<file path="src/rtl/and_bist_sequencer_if.sv">
// and_bist_sequencer_if: start/clear controls, AND-stage operands/result and BIST status.
interface and_bist_sequencer_if #(
    parameter int ERR_W = 8
);
    logic             start;
    logic             clr_err;
    logic             c;
    logic             a;
    logic             b;
    logic             busy;
    logic             done;
    logic             pass;
    logic             fail_valid;
    logic [1:0]       fail_idx;
    logic [ERR_W-1:0] err_count;
    modport master (
        input  start, clr_err, c,
        output a, b, busy, done, pass, fail_valid, fail_idx, err_count
    );
    modport slave (
        output start, clr_err, c,
        input  a, b, busy, done, pass, fail_valid, fail_idx, err_count
    );
endinterface

</file>
<file path="src/rtl/and_bist_sequencer.sv">
// and_bist_sequencer: self-checking BIST driving a 2-input AND stage through all four vectors.
// Define AND_BIST_CONTINUOUS_EN to loop passes forever instead of a single run per start.
module and_bist_sequencer #(
    parameter int SETTLE_CYCLES = 2,
    parameter int ERR_W         = 8
) (
    input logic                 clk,
    input logic                 rst,
    and_bist_sequencer_if.master bus
);
    typedef enum logic [1:0] {IDLE, SETTLE, CHECK, DONE} state_t;
    localparam int CW = SETTLE_CYCLES > 1 ? $clog2(SETTLE_CYCLES) : 1;
    localparam logic [CW-1:0] CNT_LAST = CW'(SETTLE_CYCLES - 1);
    localparam logic [ERR_W-1:0] ERR_MAX = '1;
    state_t           state, state_n;
    logic [CW-1:0]    cnt, cnt_n;
    logic [1:0]       vec, vec_n;
    logic             pass_q, pass_n;
    logic             fv_q, fv_n;
    logic [1:0]       fidx_q, fidx_n;
    logic [ERR_W-1:0] err_q, err_n;
    logic             mis;
    assign mis            = (state == CHECK) && (bus.c != (vec[1] & vec[0]));
    assign bus.a          = vec[1];
    assign bus.b          = vec[0];
    assign bus.busy       = state != IDLE;
    assign bus.done       = state == DONE;
    assign bus.pass       = pass_q;
    assign bus.fail_valid = fv_q;
    assign bus.fail_idx   = fidx_q;
    assign bus.err_count  = err_q;
    always_ff @(posedge clk or posedge rst) begin
        if (rst) begin
            state  <= IDLE;
            cnt    <= '0;
            vec    <= '0;
            pass_q <= 1'b0;
            fv_q   <= 1'b0;
            fidx_q <= '0;
            err_q  <= '0;
        end else begin
            state  <= state_n;
            cnt    <= cnt_n;
            vec    <= vec_n;
            pass_q <= pass_n;
            fv_q   <= fv_n;
            fidx_q <= fidx_n;
            err_q  <= err_n;
        end
    end
    // clr_err wins over a same-edge mismatch increment
    always_comb begin
        state_n = state;
        cnt_n   = cnt;
        vec_n   = vec;
        pass_n  = pass_q;
        fv_n    = fv_q || mis;
        fidx_n  = (mis && !fv_q) ? vec : fidx_q;
        err_n   = bus.clr_err ? '0 : (mis && err_q != ERR_MAX) ? err_q + 1'b1 : err_q;
        case (state)
            IDLE: begin
                if (bus.start) begin
                    state_n = SETTLE;
                    cnt_n   = '0;
                    vec_n   = '0;
                    pass_n  = 1'b0;
                    fv_n    = 1'b0;
                    fidx_n  = '0;
                end
            end
            SETTLE: begin
                cnt_n   = cnt + 1'b1;
                state_n = (cnt == CNT_LAST) ? CHECK : SETTLE;
            end
            CHECK: begin
                if (vec == 2'd3) begin
                    state_n = DONE;
                    pass_n  = !fv_n;
                end else begin
                    state_n = SETTLE;
                    vec_n   = vec + 1'b1;
                    cnt_n   = '0;
                end
            end
            DONE: begin
`ifdef AND_BIST_CONTINUOUS_EN
                state_n = SETTLE;
                cnt_n   = '0;
                vec_n   = '0;
                fv_n    = 1'b0;
                fidx_n  = '0;
`else
                state_n = IDLE;
`endif
            end
            default: state_n = IDLE;
        endcase
    end
endmodule

</file>
<file path="src/flat_wrapper.sv">
// flat-port wrapper written by rule: the top's interface ports become plain ports
module and_bist_sequencer_flat 
#(
    parameter int SETTLE_CYCLES = 2,
    parameter int ERR_W         = 8
)
  (clk, rst, bus_start, bus_clr_err, bus_c, bus_a, bus_b, bus_busy, bus_done, bus_pass, bus_fail_valid, bus_fail_idx, bus_err_count);
  and_bist_sequencer_if #(.ERR_W(ERR_W)) bus_i ();
  input logic clk;
  input logic rst;
  input wire logic [$bits(bus_i.start)-1:0] bus_start;
  input wire logic [$bits(bus_i.clr_err)-1:0] bus_clr_err;
  input wire logic [$bits(bus_i.c)-1:0] bus_c;
  output wire logic [$bits(bus_i.a)-1:0] bus_a;
  output wire logic [$bits(bus_i.b)-1:0] bus_b;
  output wire logic [$bits(bus_i.busy)-1:0] bus_busy;
  output wire logic [$bits(bus_i.done)-1:0] bus_done;
  output wire logic [$bits(bus_i.pass)-1:0] bus_pass;
  output wire logic [$bits(bus_i.fail_valid)-1:0] bus_fail_valid;
  output wire logic [$bits(bus_i.fail_idx)-1:0] bus_fail_idx;
  output wire logic [$bits(bus_i.err_count)-1:0] bus_err_count;
  assign bus_i.start = bus_start;
  assign bus_i.clr_err = bus_clr_err;
  assign bus_i.c = bus_c;
  assign bus_a = bus_i.a;
  assign bus_b = bus_i.b;
  assign bus_busy = bus_i.busy;
  assign bus_done = bus_i.done;
  assign bus_pass = bus_i.pass;
  assign bus_fail_valid = bus_i.fail_valid;
  assign bus_fail_idx = bus_i.fail_idx;
  assign bus_err_count = bus_i.err_count;
  and_bist_sequencer #(.SETTLE_CYCLES(SETTLE_CYCLES), .ERR_W(ERR_W)) u_core (.clk(clk), .rst(rst), .bus(bus_i));
endmodule
</file>
<file path="config.mk">
export PLATFORM = sky130hd
export DESIGN_NAME = and_bist_sequencer_flat
export DESIGN_NICKNAME = d
export VERILOG_FILES = /design/src/rtl/and_bist_sequencer_if.sv /design/src/rtl/and_bist_sequencer.sv /design/src/flat_wrapper.sv
export SDC_FILE = /design/constraint.sdc
export NUM_CORES = 1
export LEC_CHECK = 0
export ABC_AREA = 1
export CORE_UTILIZATION = 40
export DETAILED_ROUTE_END_ITERATION = 10
export PLACE_DENSITY = 0.7
export SYNTH_ARGS = -nofsm -noshare
export SYNTH_HDL_FRONTEND = slang
export SYNTH_SLANG_ARGS = --single-unit
</file>
<file path="constraint.sdc">
create_clock -name clk -period 1.5 [get_ports clk]
set_input_delay 0.3 -clock clk [delete_from_list [all_inputs] [get_ports clk]]
set_output_delay 0.3 -clock clk [all_outputs]
set_load 0.03 [all_outputs]
</file>
==> out/results.ini <==
[final_layout]
fill_cells=215
fin_area_um2=1338
areaGrowthSynthToFinish_pct=40.10
post-route-util=0.5989
regArea_um2=427.9
multi_input_area_um2=496.7
antennaDiodeCount=0
layout-drive-gt1-share=0.1879
fin_nets=173

[global_routing]
gr-usage-all-layers=0.1812
grt.overflow.total=0
grt_max_degree=18
grt_pass1_vias=848
antenna_found_initial=0
grt_pass1_wl_um=3560

[logic_synthesis]
yosysSeqAreaShare=0.4456
synth_area_leaders=dfrtp_1 (45%), nand2_1 (17%), inv_1 (6.7%), nor2_1 (5.9%), nand3_1 (5.8%)
syn_area_per_cell_um2=7.517
syn_inst=127
synthesis.area_um2=954.7
synth_top_area_share=0.4456
synth_warnings=0
synth-seq-cells=17
ys_types=18
syn_nets=134
yosys.area.top_type=dfrtp_1

[cts]
cts.clk_slew.worst_paths_ns=0.10
cts.sinks=17
cts_buffers=3
cts_root_buf=clkbuf_4
clockBufferDepth=2
cts_hold_buf=0
clock_latency_ns=0.29
htree_levels=1
cts_tree=built

[drt]
drt-initial-drc-count=29
wire_per_inst_um=10.75
avgViaCountPerCell=4.746
ant_nets=0
totalWireLength_um=2075
dr.pass1.iters=4
drc_errors=0
num_vias=916

[setup_path]
crit_path_top_delay_cell=dfrtp_1
crit_chain=dlygate4sd2_1
cp.arrival_ns=1.14
critical_path.n_buffers_inverters=1
required_ns=1.20
criticalPathCategory=reg -> out
worst-path-max-fanout=4
start_kind=register
max_stage_delay_ns=0.44
endpoint_kind=primary output
path_delay_family=flip-flops

[timing]
period_share=0.9611
slew_headroom=0.7998
worst_pin_slew_ns=0.3015
fmax_ghz=0.6937
finalClockSkew_ns=0.008957
slew_violations=0
finalWorstSetupSlack_ns=0.05842
rsz0062_at_grt=no
min_period_ns=1.442
hold_viol_final=0
fin_tns_setup_ns=0
setup_viol=0

[job]
maxCapViolCount=0

[floorplan]
core_area_um2=2233
start_util=0.4275
fp.dieW_um=50.86
dieHeight_um=50.86
fp.dieArea_um2=2586
io_pins=21
num_rows=17

[place]
dp_slack_ns=-0.05480
dpl.hpwl_um=1527
dpl_cell_area_um2=1269
gp_congestion=0.8277
io_buffers=20

[worst_hold_path]
hp-class=in -> async

[pwr]
p_leak_nw=0.7653
powerDensity_nw_per_um2=1195
vdd_drop_max_v=0.0009354

[run_status]
status=finished, final reports clean

-- synthesized netlist by cell type --
| library cell | count |
|---|---|
| nand2_1 | 42 |
| dfrtp_1 | 17 |
| inv_1 | 17 |
| nor2_1 | 15 |
| nand3_1 | 11 |
| o21ai_0 | 5 |
| nor3_1 | 3 |
| o21ai_1 | 3 |
| xor2_1 | 3 |
| ha_1 | 2 |
| nor2_4 | 2 |
| a21boi_0 | 1 |
| inv_2 | 1 |
| nand3_4 | 1 |
| nand4_1 | 1 |
| nor2_2 | 1 |
| nor2_8 | 1 |
| or2_1 | 1 |
-- cell type report --
class                   instances  area share
well taps                      28     0.02619
clock buffers                   3     0.01684
flip-flops and latches         17      0.3199
clock inverters                 1    0.003742
inverters                      18     0.05051
multi-input cells              92      0.3714
repair buffers                 34      0.2114
-- per-stage QoR --
step | hold slack (ns) | power (mW) | cells
2_1_floorplan | 0.2260 | 1.098 | 127
3_3_place_gp | 0.4995 | 1.329 | 186
3_5_place_dp | 0.5051 | 1.345 | 186
4_1_cts | 0.3043 | 1.556 | 190
5_1_grt | 0.3321 | 1.717 | 193
6_report | 0.3053 | 1.599 | 193
-- power breakdown --
part / internal (mW) / leakage [nW] / switching, mW / total, mW
registers: 0.555 / 0.226 / 0.0995 / 0.654
clock network: 0.0990 / 0.0177 / 0.143 / 0.242
logic: 0.263 / 0.521 / 0.439 / 0.703
-- per-layer routing --
layer | up-vias | routed length [µm] | GRT usage
li1 | 469 | - | -
met1 | 421 | 919 | 0.2294
met2 | 24 | 1051 | 0.3111
met3 | 2 | 88 | 0.02976
met4 | 0 | 16 | 0.06481
met5 | - | 0 | 0
-- sequential cells by signal, indices dropped and copies added (netlist names) --
| register | flops |
|---|---|
| u_core.bus.err_count | 8 |
| u_core.bus.fail_idx | 2 |
| u_core.state | 2 |
| u_core.vec | 2 |
| u_core.bus.fail_valid | 1 |
| u_core.bus.pass | 1 |
| u_core.cnt | 1 |
-- final timing paths --
path / from / end / slack (ns) / depth (start not counted)
worst max-delay path: u_core.vec[1]$_DFFE_PP0P_ / bus_a / 0.06 / 1
worst min-delay path: rst / u_core.bus.err_count[5]$_DFFE_PP0P_ / 0.31 / 3
worst max register to register: u_core.state[0]$_DFFE_PP0P_ / u_core.bus.err_count[0]$_DFFE_PP0P_ / 0.12 / 7
worst min register to register: u_core.bus.fail_idx[0]$_DFF_PP0_ / u_core.bus.fail_idx[0]$_DFF_PP0_ / 0.51 / 2
max in group asynchronous: rst / u_core.state[0]$_DFFE_PP0P_ / 0.99 / 3
min in group clk: u_core.bus.fail_idx[0]$_DFF_PP0_ / u_core.bus.fail_idx[0]$_DFF_PP0_ / 0.51 / 2
-- cell usage in the layout, fill, tap and decap left out, drive strengths merged --
master / instances
clkbuf: 3
or2: 1
dfrtp: 17
ha: 2
xor2: 3
nand4: 1
a21boi: 1
inv: 18
buf: 16
clkinv: 1
nor3: 3
nor2: 19
o21ai: 8
nand2: 42
nand3: 12
dlygate4sd2: 14
clkdlybuf4s50: 4
-- kinds of logic after synthesis --
kind of cell | count (synthesis) | synth area share
AND/OR/NAND/NOR | 78 | 0.3801
buffers and inverters | 18 | 0.07077
AO/OA/AOI/OAI | 9 | 0.04980
adder cells (fa/ha/maj) | 2 | 0.02621
flip-flops | 17 | 0.4456
XOR/XNOR | 3 | 0.02753
-- what timing repair did --
action,CTS,global route
hold endpoints to repair,0,0
buffers inserted,0,3
setup endpoints to repair,15,11
resized for setup,15,6
pin swaps,0,2
gates cloned,0,0
No activity file was read; power rests on OpenSTA's default activity.
